--- src/rtl/layer_motion_updater.sv ---
// layer_motion_updater: per-frame sprite animation engine for the layer header memory.
// On each accepted frameStart it walks all 32 layers. For each populated sprite layer it
// adds the per-frame share of velocity to X/Y, keeping a sub-pixel residual per layer.
// On animation frames it also steps curFrame. Results are written back one 16-bit
// register per cycle.
// Ports:
//   clk, reset (sync, active-low), frameStart (vblank pulse)
//   readLayerIndex / layerHeader     : combinational header read
//   writeLayerIndex, layerRegisterIndex, writeLayerData, writeLayerEn : register write
//   busy (pass in progress), done (one-cycle end-of-pass pulse)
module layer_motion_updater #(
  parameter int unsigned FRAME_RATE = 60,
  parameter int unsigned ANIM_DIV   = 4
) (
  input  logic         clk,
  input  logic         reset,
  input  logic         frameStart,
  output logic [4:0]   readLayerIndex,
  input  logic [127:0] layerHeader,
  output logic [4:0]   writeLayerIndex,
  output logic [2:0]   layerRegisterIndex,
  output logic [15:0]  writeLayerData,
  output logic         writeLayerEn,
  output logic         busy,
  output logic         done
);

  localparam int unsigned NUM_LAYERS = 32;
  localparam logic [4:0]  LAST_LAYER = 5'(NUM_LAYERS - 1);
  localparam logic [7:0]  ANIM_LAST  = 8'(ANIM_DIV - 1);
  localparam logic [8:0]  DIVISOR    = 9'(FRAME_RATE);

  typedef enum logic [2:0] {S_IDLE, S_LOAD, S_DIVX, S_DIVY, S_WRX, S_WRY, S_WRF} state_t;

  state_t state, next_state;

  logic [4:0]  layer;
  logic [15:0] hdr_x, hdr_y, hdr_vy;
  logic [7:0]  hdr_nf, hdr_cf;
  logic        hdr_anim;
  logic [7:0]  anim_cnt;
  logic        anim_step;
  logic [15:0] div_q;
  logic [6:0]  div_r;
  logic        div_neg;
  logic [3:0]  div_cnt;
  logic signed [16:0] disp_x, disp_y;
  logic signed [7:0]  new_rem_x, new_rem_y;
  logic signed [7:0]  rem_x [NUM_LAYERS];
  logic signed [7:0]  rem_y [NUM_LAYERS];

  logic        wr_en_c;
  logic [2:0]  wr_reg_c;
  logic [15:0] wr_data_c;
  logic [4:0]  wr_idx_c;
  logic        busy_c, done_c;

  logic unused_hdr_bits;
  assign unused_hdr_bits = ^{layerHeader[47:4], layerHeader[2]};

  assign readLayerIndex = layer;

  // Dividend for the next division: X from the live header in LOAD, Y from the latch otherwise
  logic signed [16:0] n_c;
  logic [15:0]        n_mag_c;
  always_comb begin
    n_c = 17'(rem_x[layer]) + 17'($signed(layerHeader[95:80]));
    if (state == S_DIVX) n_c = 17'(rem_y[layer]) + 17'($signed(hdr_vy));
    n_mag_c = n_c[16] ? 16'(-n_c) : 16'(n_c);
  end

  // One restoring-division step on |n|; the sign is reapplied to both results
  logic [7:0]  shifted_c;
  logic [8:0]  trial_c;
  logic [6:0]  step_r_c;
  logic [15:0] step_q_c;
  logic signed [16:0] q_s_c, step_disp_c;
  logic signed [7:0]  r_s_c, step_rem_c;
  always_comb begin
    shifted_c = {div_r, div_q[15]};
    trial_c   = {1'b0, shifted_c} - DIVISOR;
    if (!trial_c[8]) begin
      step_r_c = 7'(trial_c);
      step_q_c = {div_q[14:0], 1'b1};
    end else begin
      step_r_c = 7'(shifted_c);
      step_q_c = {div_q[14:0], 1'b0};
    end
    q_s_c       = signed'({1'b0, step_q_c});
    r_s_c       = signed'({1'b0, step_r_c});
    step_disp_c = div_neg ? -q_s_c : q_s_c;
    step_rem_c  = div_neg ? -r_s_c : r_s_c;
  end

  // State register
  always_ff @(posedge clk) begin
    if (!reset) state <= S_IDLE;
    else        state <= next_state;
  end

  // Next-state logic
  always_comb begin
    next_state = state;
    case (state)
      S_IDLE: if (frameStart) next_state = S_LOAD;
      S_LOAD: begin
        if (layerHeader[0] && layerHeader[1]) next_state = S_DIVX;
        else if (layer == LAST_LAYER)         next_state = S_IDLE;
      end
      S_DIVX: if (div_cnt == 4'd15) next_state = S_DIVY;
      S_DIVY: if (div_cnt == 4'd15) next_state = S_WRX;
      S_WRX:  next_state = S_WRY;
      S_WRY:  next_state = S_WRF;
      S_WRF:  next_state = (layer == LAST_LAYER) ? S_IDLE : S_LOAD;
      default: next_state = S_IDLE;
    endcase
  end

  // Output decode for the upcoming cycle; registered below
  logic [8:0] cf_inc_c;
  logic [7:0] next_frame_c;
  always_comb begin
    wr_en_c      = 1'b0;
    wr_reg_c     = 3'd0;
    wr_data_c    = 16'd0;
    wr_idx_c     = 5'd0;
    cf_inc_c     = {1'b0, hdr_cf} + 9'd1;
    next_frame_c = (cf_inc_c >= {1'b0, hdr_nf}) ? 8'd0 : 8'(cf_inc_c);
    busy_c       = (next_state != S_IDLE);
    done_c       = (state != S_IDLE) && (next_state == S_IDLE);
    case (next_state)
      S_WRX: begin
        wr_en_c   = 1'b1;
        wr_reg_c  = 3'd3;
        wr_data_c = hdr_x + 16'(disp_x);
        wr_idx_c  = layer;
      end
      S_WRY: begin
        wr_en_c   = 1'b1;
        wr_reg_c  = 3'd4;
        wr_data_c = hdr_y + 16'(disp_y);
        wr_idx_c  = layer;
      end
      S_WRF: begin
        if (hdr_anim && anim_step && (hdr_nf != 8'd0)) begin
          wr_en_c   = 1'b1;
          wr_reg_c  = 3'd7;
          wr_data_c = {next_frame_c, hdr_nf};
          wr_idx_c  = layer;
        end
      end
      default: ;
    endcase
  end

  // Registered outputs
  always_ff @(posedge clk) begin
    if (!reset) begin
      writeLayerEn       <= 1'b0;
      layerRegisterIndex <= 3'd0;
      writeLayerData     <= 16'd0;
      writeLayerIndex    <= 5'd0;
      busy               <= 1'b0;
      done               <= 1'b0;
    end else begin
      writeLayerEn       <= wr_en_c;
      layerRegisterIndex <= wr_reg_c;
      writeLayerData     <= wr_data_c;
      writeLayerIndex    <= wr_idx_c;
      busy               <= busy_c;
      done               <= done_c;
    end
  end

  // Datapath: header latch, divider, residuals, layer walk, animation counter
  always_ff @(posedge clk) begin
    if (!reset) begin
      layer     <= 5'd0;
      hdr_x     <= 16'd0;
      hdr_y     <= 16'd0;
      hdr_vy    <= 16'd0;
      hdr_nf    <= 8'd0;
      hdr_cf    <= 8'd0;
      hdr_anim  <= 1'b0;
      anim_cnt  <= 8'd0;
      anim_step <= 1'b0;
      div_q     <= 16'd0;
      div_r     <= 7'd0;
      div_neg   <= 1'b0;
      div_cnt   <= 4'd0;
      disp_x    <= 17'sd0;
      disp_y    <= 17'sd0;
      new_rem_x <= 8'sd0;
      new_rem_y <= 8'sd0;
      for (int i = 0; i < NUM_LAYERS; i++) begin
        rem_x[i] <= 8'sd0;
        rem_y[i] <= 8'sd0;
      end
    end else begin
      case (state)
        S_IDLE: if (frameStart) begin
          anim_step <= (anim_cnt == ANIM_LAST);
          anim_cnt  <= (anim_cnt == ANIM_LAST) ? 8'd0 : anim_cnt + 8'd1;
        end
        S_LOAD: begin
          hdr_x    <= layerHeader[63:48];
          hdr_y    <= layerHeader[79:64];
          hdr_vy   <= layerHeader[111:96];
          hdr_nf   <= layerHeader[119:112];
          hdr_cf   <= layerHeader[127:120];
          hdr_anim <= layerHeader[3];
          div_q    <= n_mag_c;
          div_r    <= 7'd0;
          div_neg  <= n_c[16];
          div_cnt  <= 4'd0;
          if (!(layerHeader[0] && layerHeader[1])) begin
            rem_x[layer] <= 8'sd0;
            rem_y[layer] <= 8'sd0;
            layer        <= layer + 5'd1;
          end
        end
        S_DIVX: begin
          div_cnt <= div_cnt + 4'd1;
          if (div_cnt == 4'd15) begin
            disp_x    <= step_disp_c;
            new_rem_x <= step_rem_c;
            div_q     <= n_mag_c;
            div_r     <= 7'd0;
            div_neg   <= n_c[16];
          end else begin
            div_q <= step_q_c;
            div_r <= step_r_c;
          end
        end
        S_DIVY: begin
          div_cnt <= div_cnt + 4'd1;
          if (div_cnt == 4'd15) begin
            disp_y    <= step_disp_c;
            new_rem_y <= step_rem_c;
          end else begin
            div_q <= step_q_c;
            div_r <= step_r_c;
          end
        end
        S_WRX: rem_x[layer] <= new_rem_x;
        S_WRY: rem_y[layer] <= new_rem_y;
        S_WRF: layer <= layer + 5'd1;
        default: ;
      endcase
    end
  end

endmodule

--- config.mk ---
export PLATFORM = sky130hd
export DESIGN_NAME = layer_motion_updater
export DESIGN_NICKNAME = d
export VERILOG_FILES = /design/src/rtl/layer_motion_updater.sv
export SDC_FILE = /design/constraint.sdc
export NUM_CORES = 1
export LEC_CHECK = 0
export CORE_MARGIN = 4
export CORE_UTILIZATION = 35
export CTS_BUF_LIST = sky130_fd_sc_hd__clkbuf_8 sky130_fd_sc_hd__clkbuf_16
export CTS_CLUSTER_SIZE = 14
export DETAILED_ROUTE_END_ITERATION = 8
export DONT_BUFFER_PORTS = 1
export GPL_ROUTABILITY_DRIVEN = 0
export PLACE_DENSITY = 0.49
export SLEW_MARGIN = 20
export SYNTH_ARGS = -nofsm -noshare
export SYNTH_HDL_FRONTEND = slang
export SYNTH_SLANG_ARGS = --single-unit
--- constraint.sdc ---
create_clock -name clk -period 8.8 [get_ports clk]
set_input_delay 1.76 -clock clk [delete_from_list [all_inputs] [get_ports clk]]
set_output_delay 1.76 -clock clk [all_outputs]
set_load 0.01 [all_outputs]
After elaboration in Yosys (flattened, before gate mapping)
Memories as Yosys holds them, arrays and structs flattened. A register that Yosys moved wholly into a read port is not among the register bits. Cells that the tools add are included.

Muxes and demuxes: 57. $lt $le $gt $ge: 1. Shift operators: 0. Bitwise gates (word level): 2. Divide/modulo/power cells: 0. $mul: 0. Equality and inequality tests: 15. Add/sub/neg operators: 12. Reduce and logical (&&, ||, !) cells: 23.

Operators with widths (count): 16-bit one-hot mux with 3 select lines (2); 16-bit 2-to-1 mux (5); 8-bit 2-to-1 mux (7); 5-bit 2-to-1 mux (8); 8-bit by 16-bit adder with 17-bit output (2); 16-bit adder (2); 16-bit negation (2); 7-bit 2-to-1 mux (3); 3-bit one-hot mux with 7 select lines (1); 7-bit one-hot mux with 3 select lines (1); 5-bit one-hot mux with 2 select lines (2); 3-bit == test (second input constant) (6); 3-bit 2-to-1 mux (6); 1-bit 2-to-1 mux (17); 17-bit 2-to-1 mux (1); 8-bit OR reduction (2); 2-bit AND reduction (6); 8-bit by 1-bit adder with 9-bit output (second input constant) (1); 9-bit by 8-bit greater-or-equal comparator with 1-bit output (1); 3-bit one-hot mux with 3 select lines (1); 3-bit nonzero test (3); 8-bit by 6-bit subtractor with 9-bit output (second input constant) (1); 8-bit by 1-bit adder with 8-bit output (second input constant) (1); 8-bit by 2-bit == test with 1-bit output (second input constant) (1); other kinds (17) (28).

Output and inout port bits: 32. Memories kept: 2. Word-level logic and storage cells: 136. ROM bits: 0. Bits in registers: 185. RAM bits: 512. Latch bits: 0.

Memory list: rem_x (depth 32, width 8, read ports 1, clocked after memory_dff 1, write ports 32, RTL line 49) `logic signed [7:0] rem_x [NUM_LAYERS];`; rem_y (depth 32, width 8, read ports 1, clocked after memory_dff 1, write ports 32, RTL line 50) `logic signed [7:0] rem_y [NUM_LAYERS];`.

Depth between registers and ports, before layout
Gate-level depths: netlist (run 1).

Word-level depth: 8. Depth in mapped cells: 18. Mapped depth without buffers: 15.

Least setup slack after synthesis (run 1)
Ideal clock, no wire load.

Path type: flip-flop to flip-flop. Start: register with a tool-made name. End: register div_q[14]. Cell stages (with the launch flop): 18. Arrival: 5.086 ns. Buffers on the path: 2. Setup slack: 3.611 ns. Required time: 8.697 ns. Cells stage by stage: dfxtp_1 -> buf_2 -> buf_1 -> mux4_2 -> mux4_2 -> mux2_2 -> ha_1 -> fa_1 -> a211oi_2 -> o21a_2 -> o31ai_2 -> a221oi_2 -> xor2_1 -> mux2i_1 -> nor4_4 -> a31oi_2 -> xnor2_1 -> a2111oi_2.

RTL lines: to (signal assigned) (RTL line 212) `div_q <= n_mag_c;`; to (signal assigned) (RTL line 227) `div_q <= n_mag_c;`; to (signal assigned) (RTL line 231) `div_q <= step_q_c;`; to (decl) (RTL line 43) `logic [15:0] div_q;`.

==> metrics.txt, run 1 <==
# TYPE chip_impl_metric gauge
chip_impl_metric{name="detailed_place.area",unit="mm²"} 0.0348
chip_impl_metric{name="route.vias.total",unit=""} 22287
chip_impl_metric{name="synth_compound_gate_area_share",unit="%"} 8.51
chip_impl_metric{name="critical_path.max_fanout",unit=""} 32
chip_impl_info{name="dominantRegCellSynth",value="edfxtp_1"} 1
chip_impl_metric{name="port_buffers",unit=""} 0
chip_impl_metric{name="avg_cell_area_syn",unit="µm²"} 11.7
chip_impl_metric{name="cts_num_sinks",unit=""} 701
chip_impl_metric{name="power.leakage",unit="nW"} 12.5
chip_impl_metric{name="max_slew.worst_pin.slew",unit="ns"} 1.11
chip_impl_metric{name="worst_ep_required_time",unit="ns"} 9.29
chip_impl_metric{name="clk_pin_slew_worst_paths",unit="ns"} 0.06
chip_impl_info{name="grt_setup_unrepaired",value="false"} 1
chip_impl_metric{name="cts-hold-fix-buffers",unit=""} 0
chip_impl_metric{name="design.core.area",unit="mm²"} 0.0939
chip_impl_metric{name="initial_standard_cell_utilization_of_the_core",unit="%"} 35.5
chip_impl_metric{name="routed_wl",unit="mm"} 95.0
chip_impl_metric{name="cts.repair_timing.setup_buffer_count",unit=""} 0
chip_impl_metric{name="die_height",unit="µm"} 316
chip_impl_metric{name="grt_use_total",unit="%"} 18.8
chip_impl_info{name="crit_chain",value="buf_4 > mux4_2 > mux4_2 > mux2_2 > ha_1 > fa_1 > a211oi_2 > nor2_1 > xor2_1 > o31ai_1 > nand4_1 > or2_1 > o41ai_2 > xnor2_1 > a221oi_2 > nor2_1"} 1
chip_impl_metric{name="yosys.area_share.xor_xnor",unit="%"} 2.63
chip_impl_metric{name="dpl.cell_count",unit=""} 3984
chip_impl_metric{name="drt_first_iter_violations",unit=""} 2104
chip_impl_metric{name="cpPeakStageDelay",unit="ns"} 0.76
chip_impl_metric{name="grt_max_degree",unit=""} 90
chip_impl_metric{name="depth_of_the_cts_h_tree",unit=""} 3
chip_impl_metric{name="fin_worst_skew",unit="ns"} 0.0262
chip_impl_metric{name="final_hold_slack",unit="ns"} 0.460
chip_impl_metric{name="floorplan.io_pins",unit=""} 163
chip_impl_metric{name="cap_violations",unit=""} 0
chip_impl_metric{name="fp.dieW",unit="µm"} 316
chip_impl_info{name="synth_top_family_by_area",value="simple AND/OR/NAND/NOR gates"} 1
chip_impl_metric{name="clock_latency",unit="ns"} 0.65
chip_impl_metric{name="syn_to_final_growth",unit="%"} 11.9
chip_impl_metric{name="post_cts.resized_instances",unit=""} 0
chip_impl_metric{name="sequential_fraction_of_the_synthesis_area",unit="%"} 57.5
chip_impl_info{name="synth_top_area_cells",value="edfxtp_1 (46%), dfxtp_1 (11%), mux4_2 (11%)"} 1
chip_impl_metric{name="hold_violations",unit=""} 0
chip_impl_metric{name="antenna_found_initial",unit=""} 7
chip_impl_metric{name="syn_area",unit="mm²"} 0.0333
chip_impl_metric{name="synth_enable_flop_cells",unit=""} 512
chip_impl_metric{name="post_synth_fa_ha_maj_area_fraction",unit="%"} 3.32
chip_impl_info{name="worst_setup_path_end_kind",value="register"} 1
chip_impl_metric{name="clock_buffer_count_from_cts",unit=""} 78
chip_impl_metric{name="simple_gate_share_of_the_synthesized_area",unit="%"} 13.2
chip_impl_info{name="synthMostInstantiatedCell",value="nor2_1"} 1
chip_impl_metric{name="detailed_place_hpwl",unit="mm"} 64.6
chip_impl_metric{name="count_of_yosys_warnings_during_synthesis",unit=""} 0
chip_impl_metric{name="clk_path_buf_depth",unit=""} 3
chip_impl_metric{name="synth_seq_cells",unit=""} 701
chip_impl_metric{name="final_cell_area",unit="mm²"} 0.0373
chip_impl_metric{name="synth_cells",unit=""} 2853
chip_impl_metric{name="slew_violations",unit=""} 0
chip_impl_metric{name="setup_viol",unit=""} 0
chip_impl_metric{name="synth_cell_types",unit=""} 90
chip_impl_metric{name="floorplan.rows",unit=""} 112
chip_impl_metric{name="design.final.nets",unit=""} 3027
chip_impl_metric{name="dieArea",unit="mm²"} 0.100
chip_impl_metric{name="stdcell_count",unit=""} 4125
chip_impl_info{name="post-synth-top-area-cell",value="edfxtp_1"} 1
chip_impl_metric{name="worst-endpoint-arrival",unit="ns"} 6.77
chip_impl_info{name="hold_path_class",value="register to register"} 1
chip_impl_metric{name="setup_slack",unit="ns"} 2.52
chip_impl_metric{name="crit_buf_inv",unit=""} 1
chip_impl_metric{name="synth-async-reset-ratio",unit="%"} 0
chip_impl_metric{name="grt_overflow_total",unit=""} 0
chip_impl_metric{name="grt_pass1_vias",unit=""} 22139
chip_impl_info{name="status",value="complete, no violations"} 1
chip_impl_info{name="synth.cells.most_frequent",value="nor2_1 (670), edfxtp_1 (512), nand2_1 (258), clkbuf_1 (192), dfxtp_1 (189)"} 1
chip_impl_metric{name="proportion_of_layout_cells_with_a_drive_suffix_above_1",unit="%"} 14.8
chip_impl_metric{name="fmax",unit="MHz"} 159
chip_impl_info{name="cts-root-buf",value="clkbuf_16"} 1
chip_impl_info{name="worst_path_dominant_cell_family",value="multiplexers"} 1
chip_impl_metric{name="synthesis.nets",unit=""} 3070
chip_impl_metric{name="timing.final.crit_period",unit="ns"} 6.28
chip_impl_metric{name="peak_vdd_ir",unit="µV"} 149
chip_impl_info{name="cts_tree",value="yes"} 1
chip_impl_metric{name="antenna_violating_nets_post_route",unit=""} 0
chip_impl_metric{name="grt_first_pass_wirelength",unit="mm"} 141
chip_impl_metric{name="pwr_density_cell",unit="mW/mm²"} 208
chip_impl_metric{name="post_drt_wl_per_cell",unit="µm"} 23.0
chip_impl_metric{name="timing.final.crit_share",unit="%"} 71.4
chip_impl_metric{name="post_drt_via_cell_ratio",unit=""} 5.40
chip_impl_metric{name="first_pass_iteration_count_of_the_detailed_router",unit=""} 8
chip_impl_metric{name="remaining_drc_errors",unit=""} 0
chip_impl_info{name="start_kind",value="register"} 1
chip_impl_metric{name="dp_worst_setup_slack",unit="ns"} 2.45
chip_impl_metric{name="tns",unit="ns"} 0
chip_impl_metric{name="timing.max_slew.rel_slack",unit="%"} 25.2
chip_impl_info{name="timing_worst_setup_path_type",value="register to register"} 1
chip_impl_metric{name="post_synth_mux_area_share",unit="%"} 11.9
chip_impl_info{name="cp_slowest_cell",value="dfxtp_4"} 1
chip_impl_metric{name="post-synth-top-area-fraction",unit="%"} 46.2
[metrics by stage]
stage / util (%) / total power (W)
finish: 39.7 / 0.00776
global route: 39.7 / 0.00806
CTS: 39.7 / 0.00784
detailed placement: 37.1 / 0.00469
global placement: 37.1 / 0.00467
floorplan: - / 0.00440
[layout make-up]
type | instances | area (µm²)
Clock buffer | 85 | 2070
Timing Repair Buffer | 98 | 748
Clock inverter | 55 | 390
Antenna cell | 1 | 2.50
Inverter | 34 | 130
Sequential cell | 701 | 19200
Tap cell | 1254 | 1570
Fill cell | 8925 | 56600
Multi-Input combinational cell | 1897 | 13200
[flip-flops by register name (all words and copies together), names as in the netlist, 8 cells and up, named ones only]
register / cells
rem_y: 256
hdr_nf: 8
hdr_cf: 8
anim_cnt: 8
hdr_y: 16
hdr_x: 16
writeLayerData: 16
disp_x: 16
new_rem_x: 8
hdr_vy: 16
new_rem_y: 8
rem_x: 256
div_q: 16
disp_y: 16
[per-layer routing]
| layer | global-route usage, % | vias to the layer above | wire [µm] |
|---|---|---|---|
| li1 | - | 10236 | - |
| met1 | 24.9 | 11229 | 39800 |
| met2 | 31.7 | 693 | 46500 |
| met3 | 3.77 | 125 | 6470 |
| met4 | 4.98 | 4 | 2240 |
| met5 | 0 | - | 33 |
[tightest hold or removal path, cell delays in order, from the launching register on]
cell and delay [ns]:
dfxtp_1 0.31, nand2_1 0.05, a21oi_1 0.05
[cells in the final DEF (no fill, tap or decap), types with 6 or more instances in the layout]
cell / count
nor2b_1: 12
mux4_2: 160
a31oi_1: 13
nor4_1: 6
a211o_1: 6
buf_4: 97
nand2b_1: 7
nor3_1: 24
nand3_1: 37
dfxtp_1: 186
and3_1: 13
o21ai_1: 16
edfxtp_1: 512
ha_1: 82
nor2_1: 669
o31ai_1: 11
mux2i_1: 14
o21bai_1: 9
a222oi_1: 8
clkinv_1: 16
o21ai_0: 88
mux2_2: 17
or3_1: 9
xnor2_1: 55
and2_1: 12
clkbuf_16: 80
xor2_1: 45
a21o_1: 16
a211oi_1: 31
o211ai_1: 8
clkinv_2: 13
a22oi_1: 8
a21oi_1: 163
inv_1: 47
nand2_1: 258
[cell families after synthesis]
logic type,Yosys count
simple gates,1078
flops,701
compound gates,441
buf+inv,255
mux,192
xor+xnor,100
fa+ha+maj,86
[worst paths after layout]
kind / startpoint / end / slack [ns] / cells past startpoint
worst min-delay path: new_rem_y[7]$_SDFFE_PN0P_ / new_rem_y[7]$_SDFFE_PN0P_ / 0.46 / 2
worst min register to register: new_rem_y[7]$_SDFFE_PN0P_ / new_rem_y[7]$_SDFFE_PN0P_ / 0.46 / 2
worst max-delay path: register / div_q[12]$_SDFFE_PN0P_ / 2.52 / 16
worst max register to register: register / div_q[12]$_SDFFE_PN0P_ / 2.52 / 16
[power by group]
part           switching (W)  internal [W]  total [W]
combinational       0.000520      0.000351   0.000872
sequential         0.0000890       0.00365    0.00374
clock                0.00136       0.00179    0.00315
total                0.00197       0.00579    0.00776
Power figures use the tool's default switching activity.
==> inputs of run 2 (changes only) <==
--- a/config.mk
+++ b/config.mk
@@ -12,7 +12,7 @@
 export DETAILED_ROUTE_END_ITERATION = 8
 export DONT_BUFFER_PORTS = 1
 export GPL_ROUTABILITY_DRIVEN = 0
-export PLACE_DENSITY = 0.49
+export PLACE_DENSITY = 0.51
 export SLEW_MARGIN = 20
 export SYNTH_ARGS = -nofsm -noshare
 export SYNTH_HDL_FRONTEND = slang
==> constraint.sdc (replaced) <==
create_clock -name clk -period 5.1 [get_ports clk]
set_input_delay 1.02 -clock clk [delete_from_list [all_inputs] [get_ports clk]]
set_output_delay 1.02 -clock clk [all_outputs]
set_load 0.01 [all_outputs]
==> run 2 against run 1 <==
  * Sequential share of layout area fell by 2.5 points
  * Maximum frequency rose by 27%
  * Final area rose by 5.1%
  * Sequential power rose by 72%
  * Critical endpoint is now div_q[14]$_SDFFE_PN0P_
==> metrics.txt, run 2 (same netlist as run 1, synthesis figures left out) <==
# TYPE chip_impl_metric gauge
chip_impl_info{name="status",value="complete, no violations"} 1
chip_impl_metric{name="cap_violations",unit=""} 0
chip_impl_metric{name="clk_path_buf_depth",unit=""} 3
chip_impl_metric{name="timing.max_slew.rel_slack",unit="%"} 26.0
chip_impl_metric{name="floorplan.io_pins",unit=""} 163
chip_impl_metric{name="slew_violations",unit=""} 0
chip_impl_metric{name="dieArea",unit="mm²"} 0.100
chip_impl_metric{name="pwr_density_cell",unit="mW/mm²"} 357
chip_impl_metric{name="peak_vdd_ir",unit="µV"} 245
chip_impl_metric{name="remaining_drc_errors",unit=""} 0
chip_impl_info{name="most-common-layout-cells",value="nor2_1 (667), edfxtp_1 (512), nand2_1 (257)"} 1
chip_impl_info{name="final_common_cell",value="nor2_1"} 1
chip_impl_info{name="hold_path_class",value="register to register"} 1
chip_impl_metric{name="fmax",unit="MHz"} 202
chip_impl_metric{name="detailed_place_hpwl",unit="mm"} 66.7
chip_impl_metric{name="fill_cells",unit=""} 8779
chip_impl_metric{name="proportion_of_layout_cells_with_a_drive_suffix_above_1",unit="%"} 20.9
chip_impl_metric{name="syn_to_final_growth",unit="%"} 17.6
chip_impl_metric{name="max_slew.worst_pin.slew",unit="ns"} 1.10
chip_impl_metric{name="fp.dieW",unit="µm"} 316
chip_impl_metric{name="stdcell_count",unit=""} 4291
chip_impl_metric{name="final_cell_area",unit="mm²"} 0.0392
chip_impl_metric{name="initial_standard_cell_utilization_of_the_core",unit="%"} 35.5
chip_impl_metric{name="grt_pass1_vias",unit=""} 23473
chip_impl_metric{name="cts_num_sinks",unit=""} 701
chip_impl_metric{name="clock_latency",unit="ns"} 0.64
chip_impl_metric{name="detailed_place.area",unit="mm²"} 0.0359
chip_impl_metric{name="first_pass_iteration_count_of_the_detailed_router",unit=""} 7
chip_impl_metric{name="grt_use_total",unit="%"} 19.0
chip_impl_info{name="start_kind",value="register"} 1
chip_impl_metric{name="antenna_found_initial",unit=""} 4
chip_impl_metric{name="cts-hold-fix-buffers",unit=""} 0
chip_impl_metric{name="power.leakage",unit="nW"} 13.5
chip_impl_metric{name="grt_first_pass_wirelength",unit="mm"} 145
chip_impl_info{name="grt_setup_unrepaired",value="true"} 1
chip_impl_metric{name="critical_path.max_fanout",unit=""} 6
chip_impl_info{name="worst_setup_path_end_kind",value="register"} 1
chip_impl_metric{name="timing.final.crit_share",unit="%"} 96.9
chip_impl_metric{name="dpl.cell_count",unit=""} 4121
chip_impl_metric{name="drt_first_iter_violations",unit=""} 2160
chip_impl_info{name="cts-root-buf",value="clkbuf_16"} 1
chip_impl_info{name="cts_tree",value="yes"} 1
chip_impl_metric{name="setup_viol",unit=""} 0
chip_impl_metric{name="grt_overflow_total",unit=""} 0
chip_impl_metric{name="worst-endpoint-arrival",unit="ns"} 5.47
chip_impl_metric{name="floorplan.rows",unit=""} 112
chip_impl_metric{name="depth_of_the_cts_h_tree",unit=""} 3
chip_impl_metric{name="die_height",unit="µm"} 316
chip_impl_metric{name="clock_buffer_count_from_cts",unit=""} 81
chip_impl_metric{name="n_antenna_cell",unit=""} 0
chip_impl_metric{name="final_hold_slack",unit="ns"} 0.461
chip_impl_metric{name="worst_ep_required_time",unit="ns"} 5.63
chip_impl_metric{name="hold_violations",unit=""} 0
chip_impl_metric{name="design.core.area",unit="mm²"} 0.0939
chip_impl_metric{name="route.vias.total",unit=""} 22994
chip_impl_metric{name="grt_max_degree",unit=""} 86
chip_impl_metric{name="post_drt_via_cell_ratio",unit=""} 5.36
chip_impl_metric{name="fin_worst_skew",unit="ns"} 0.0205
chip_impl_metric{name="antenna_violating_nets_post_route",unit=""} 0
chip_impl_info{name="timing_worst_setup_path_type",value="register to register"} 1
chip_impl_metric{name="port_buffers",unit=""} 0
chip_impl_metric{name="clk_pin_slew_worst_paths",unit="ns"} 0.06
chip_impl_metric{name="post_drt_wl_per_cell",unit="µm"} 22.4
chip_impl_metric{name="timing.final.crit_period",unit="ns"} 4.94
chip_impl_metric{name="routed_wl",unit="mm"} 96.0
chip_impl_metric{name="design.final.nets",unit=""} 3190
chip_impl_info{name="largest_registers",value="rem_x: 256 flops, rem_y: 256 flops"} 1
==> run 2: layer usage <==
layer  up-vias  GRT usage, %  routed length (µm)
met5         -             0                   0
met4         0          5.49                2670
met3       135          3.62                6780
met2       782          32.5               47100
met1     11512          24.7               39400
li1      10565             -                   -
==> run 2: critical path, cell delays in order, from the launching register on <==
cell	delay, ns
dfxtp_4	0.39
buf_12	0.16
buf_12	0.13
mux4_2	0.53
mux4_2	0.53
mux2_4	0.33
ha_4	0.18
fa_2	0.39
a211oi_4	0.28
buf_4	0.17
o21ai_4	0.06
a21boi_2	0.17
buf_4	0.13
nor2_2	0.04
xnor2_2	0.20
mux2i_4	0.12
nor4_4	0.39
a31oi_2	0.16
xnor2_2	0.18
a2111oi_2	0.28
==> run 2: path summary, 6_finish.rpt <==
kind                                        startpoint                      to  slack [ns]  depth (start not counted)
worst max register to register                register  div_q[14]$_SDFFE_PN0P_        0.16                         19
worst min register to register  hdr_y[14]$_SDFFE_PN0P_  hdr_y[14]$_SDFFE_PN0P_        0.46                          2
worst max-delay path                          register  div_q[14]$_SDFFE_PN0P_        0.16                         19
worst min-delay path            hdr_y[14]$_SDFFE_PN0P_  hdr_y[14]$_SDFFE_PN0P_        0.46                          2
==> run 2: report_power, final <==
group / switching (W) / leakage [nW] / total, W / internal (W)
sequential: 0.000142 / 6.80 / 0.00645 / 0.00630
clock: 0.00237 / 1.37 / 0.00570 / 0.00333
combinational: 0.000983 / 5.37 / 0.00184 / 0.000859
==> run 2: final cells by class <==
class	count	area [µm²]	share of cell area, %
Clock inverter	56	432	1.10
Multi-Input combinational cell	1897	13500	34.4
Timing Repair Buffer	258	2190	5.60
Sequential cell	701	19200	48.9
Clock buffer	91	2190	5.58
Inverter	34	130	0.332
Tap cell	1254	1570	4.01
==> run 2: what timing repair did <==
action	4_1_cts	5_1_grt
buffers inserted	9	13
cloned	2	1
setup endpoints to repair	13	15
gates resized for setup	27	60
pin swaps	7	27
==> run 2: metrics by stage <==
stage | utilization, % | TNS (ns) | setup WS [ns] | total power (W)
global placement | 38.2 | -0.358 | -0.104 | 0.00824
finish | 41.7 | 0 | 0.160 | 0.0140
CTS | 41.3 | 0 | 0.00559 | 0.0140
floorplan | - | 0 | 0.0201 | 0.00759
detailed placement | 38.3 | -0.585 | -0.171 | 0.00826
global route | 41.7 | -0.138 | -0.0485 | 0.0145
==> inputs of run 3 (changes only) <==
--- a/config.mk
+++ b/config.mk
@@ -7,13 +7,13 @@
 export LEC_CHECK = 0
 export CORE_MARGIN = 4
 export CORE_UTILIZATION = 35
-export CTS_BUF_LIST = sky130_fd_sc_hd__clkbuf_8 sky130_fd_sc_hd__clkbuf_16
+export CTS_BUF_LIST = sky130_fd_sc_hd__clkbuf_16
 export CTS_CLUSTER_SIZE = 14
 export DETAILED_ROUTE_END_ITERATION = 8
 export DONT_BUFFER_PORTS = 1
 export GPL_ROUTABILITY_DRIVEN = 0
 export PLACE_DENSITY = 0.51
-export SLEW_MARGIN = 20
+export SETUP_SLACK_MARGIN = 0.5
 export SYNTH_ARGS = -nofsm -noshare
 export SYNTH_HDL_FRONTEND = slang
 export SYNTH_SLANG_ARGS = --single-unit
==> run 3 against run 2 <==
  * Sequential share of layout area barely moved
  * Die area did not move
  * Sequential power barely moved
  * Final cell count fell by 0.44%
  * Clock-buffer cell count fell by 11
==> metrics.txt, run 3 (same netlist as run 1, synthesis figures left out) <==
# TYPE chip_impl_metric gauge
chip_impl_metric{name="dieArea",unit="mm²"} 0.100
chip_impl_metric{name="design.final.nets",unit=""} 3169
chip_impl_metric{name="floorplan.rows",unit=""} 112
chip_impl_metric{name="drt_first_iter_violations",unit=""} 1863
chip_impl_metric{name="timing.final.crit_period",unit="ns"} 4.96
chip_impl_metric{name="timing.final.crit_share",unit="%"} 97.3
chip_impl_metric{name="pwr_density_cell",unit="mW/mm²"} 354
chip_impl_info{name="hold_path_class",value="register to register"} 1
chip_impl_metric{name="pwr-share-seq",unit="%"} 46.5
chip_impl_metric{name="fin_worst_skew",unit="ns"} 0.0338
chip_impl_metric{name="tns",unit="ns"} 0
chip_impl_info{name="critical-path-top-cell-by-count",value="buf_4"} 1
chip_impl_metric{name="post_drt_via_cell_ratio",unit=""} 5.43
chip_impl_metric{name="dr_wl_met2",unit="mm"} 48.8
chip_impl_metric{name="met3_wire_length",unit="mm"} 6.59
chip_impl_metric{name="port_buffers",unit=""} 0
chip_impl_metric{name="clock_buffer_count_from_cts",unit=""} 79
chip_impl_metric{name="setup_viol",unit=""} 0
chip_impl_metric{name="power_frac_comb",unit="%"} 13.8
chip_impl_metric{name="route.vias.total",unit=""} 23210
chip_impl_metric{name="cts-hold-fix-buffers",unit=""} 0
chip_impl_metric{name="power.leakage",unit="nW"} 13.4
chip_impl_metric{name="critical_path.max_fanout",unit=""} 7
chip_impl_metric{name="timing.max_slew.rel_slack",unit="%"} 10.7
chip_impl_metric{name="power_switching",unit="W"} 0.00359
chip_impl_metric{name="worst-endpoint-arrival",unit="ns"} 5.48
chip_impl_metric{name="worst_ep_required_time",unit="ns"} 5.62
chip_impl_info{name="cts-root-buf",value="clkbuf_16"} 1
chip_impl_metric{name="antenna_found_initial",unit=""} 4
chip_impl_info{name="largest_registers",value="rem_x: 256 flops, rem_y: 256 flops"} 1
chip_impl_info{name="status",value="complete, no violations"} 1
chip_impl_metric{name="grt_use_total",unit="%"} 19.2
chip_impl_metric{name="post_drt_wl_per_cell",unit="µm"} 22.7
chip_impl_metric{name="totalPowerFinal",unit="W"} 0.0139
chip_impl_info{name="top_layer_used",value="met4"} 1
chip_impl_metric{name="remaining_drc_errors",unit=""} 0
chip_impl_info{name="timing_worst_setup_path_type",value="register to register"} 1
chip_impl_metric{name="syn_to_final_growth",unit="%"} 17.6
chip_impl_metric{name="clk_pin_slew_worst_paths",unit="ns"} 0.07
chip_impl_metric{name="dpl.cell_count",unit=""} 4083
chip_impl_metric{name="max_slew.worst_pin.slew",unit="ns"} 1.33
chip_impl_info{name="cp_slowest_cell",value="mux4_2"} 1
chip_impl_metric{name="cap_violations",unit=""} 0
chip_impl_metric{name="peak_vdd_ir",unit="µV"} 213
chip_impl_metric{name="dp_worst_setup_slack",unit="ns"} -0.145
chip_impl_metric{name="floorplan.io_pins",unit=""} 163
chip_impl_metric{name="clk_path_buf_depth",unit=""} 3
chip_impl_metric{name="first_pass_iteration_count_of_the_detailed_router",unit=""} 6
chip_impl_info{name="cts_tree",value="yes"} 1
chip_impl_metric{name="grt_overflow_total",unit=""} 0
chip_impl_metric{name="initial_standard_cell_utilization_of_the_core",unit="%"} 35.5
chip_impl_metric{name="hold_violations",unit=""} 0
chip_impl_metric{name="final_hold_slack",unit="ns"} 0.462
chip_impl_metric{name="routed_wl",unit="mm"} 96.9
chip_impl_info{name="most-common-layout-cells",value="nor2_1 (667), edfxtp_1 (512), nand2_1 (256)"} 1
chip_impl_metric{name="design.core.area",unit="mm²"} 0.0939
chip_impl_metric{name="depth_of_the_cts_h_tree",unit=""} 3
chip_impl_info{name="final_common_cell",value="nor2_1"} 1
chip_impl_info{name="worst_setup_path_end_kind",value="register"} 1
chip_impl_metric{name="detailed_place_hpwl",unit="mm"} 66.3
chip_impl_info{name="start_kind",value="register"} 1
chip_impl_metric{name="grt_pass1_vias",unit=""} 23498
chip_impl_metric{name="antenna_violating_nets_post_route",unit=""} 0
chip_impl_metric{name="fp.dieW",unit="µm"} 316
chip_impl_metric{name="sw_frac_of_total",unit="%"} 25.9
chip_impl_info{name="grt_setup_unrepaired",value="true"} 1
chip_impl_metric{name="slew_violations",unit=""} 0
chip_impl_metric{name="die_height",unit="µm"} 316
chip_impl_metric{name="pwr-share-clk",unit="%"} 39.7
chip_impl_metric{name="fmax",unit="MHz"} 202
chip_impl_metric{name="cellInternalPower",unit="W"} 0.0103
chip_impl_metric{name="setup_slack",unit="ns"} 0.140
chip_impl_metric{name="cpPeakStageDelay",unit="ns"} 0.49
chip_impl_metric{name="grt_max_degree",unit=""} 88
chip_impl_metric{name="clock_latency",unit="ns"} 0.65
chip_impl_info{name="crit_chain",value="buf_12 > buf_12 > buf_16 > mux4_2 > mux4_2 > mux2_4 > ha_4 > fa_2 > a211oi_4 > buf_4 > o21ai_4 > a21boi_2 > buf_4 > nor2_4 > xnor2_2 > mux2i_4 > nor4_4 > buf_4 > a21oi_2 > xor2_1 > a2111oi_2"} 1
chip_impl_metric{name="stdcell_count",unit=""} 4272
chip_impl_metric{name="cts_num_sinks",unit=""} 701
chip_impl_metric{name="grt_first_pass_wirelength",unit="mm"} 145
chip_impl_metric{name="drt-met1-wl",unit="mm"} 39.0
chip_impl_metric{name="proportion_of_layout_cells_with_a_drive_suffix_above_1",unit="%"} 20.8
## run 3: path summary, 6_finish.rpt
path	start	end	slack [ns]	cells after the start
worst max-delay path	register	div_q[13]$_SDFFE_PN0P_	0.14	21
worst min-delay path	disp_y[10]$_SDFFE_PN0P_	disp_y[10]$_SDFFE_PN0P_	0.46	2
worst max register to register	register	div_q[13]$_SDFFE_PN0P_	0.14	21
worst min register to register	disp_y[10]$_SDFFE_PN0P_	disp_y[10]$_SDFFE_PN0P_	0.46	2
## run 3: cell type report
class                           instances  area (µm²)
Antenna cell                            1        2.50
Clock buffer                           80        2000
Clock inverter                         66         504
Fill cell                            8769       54700
Inverter                               34         130
Multi-Input combinational cell       1897       13700
Sequential cell                       701       19200
Tap cell                             1254        1570
Timing Repair Buffer                  239        2130
## run 3: power by group through the flow
stage	Sequential (W)	Combinational, W	Clock (W)
2_1_floorplan	0.00649	0.00115	0
3_5_place_dp	0.00657	0.00168	0
3_3_place_gp	0.00655	0.00166	0
6_report	0.00645	0.00192	0.00550
5_1_grt	0.00646	0.00206	0.00587
4_1_cts	0.00645	0.00187	0.00562
## run 3: critical path: cells and delay by family (launching register included)
kind	cells	cell delay, ns
flops	1	0.39
buf+inv	6	0.88
compound gates	5	0.89
mux	4	1.40
simple gates	2	0.38
fa+ha+maj	2	0.55
xor+xnor	2	0.33
## run 3: what timing repair did
| item | CTS | global route |
|---|---|---|
| resized for setup | 89 | 25 |
| buffers inserted | 25 | 12 |
| endpoints found under the setup margin | 16 | 16 |
| pin swaps | 24 | 28 |
| cloned | 4 | 1 |
## run 3: per-layer routing
layer | track usage (%) | vias to the layer above
met2 | 33.6 | 709
li1 | - | 10531
met1 | 24.4 | 11822
met3 | 3.38 | 148
met4 | 5.40 | 0
met5 | 0 | -
## run 3: through the flow
step	instance area, µm²	utilization [%]
floorplan	33500	-
global placement	35700	38.0
detailed placement	35700	38.0
CTS	38900	41.5
global route	39200	41.7
finish	39200	41.7
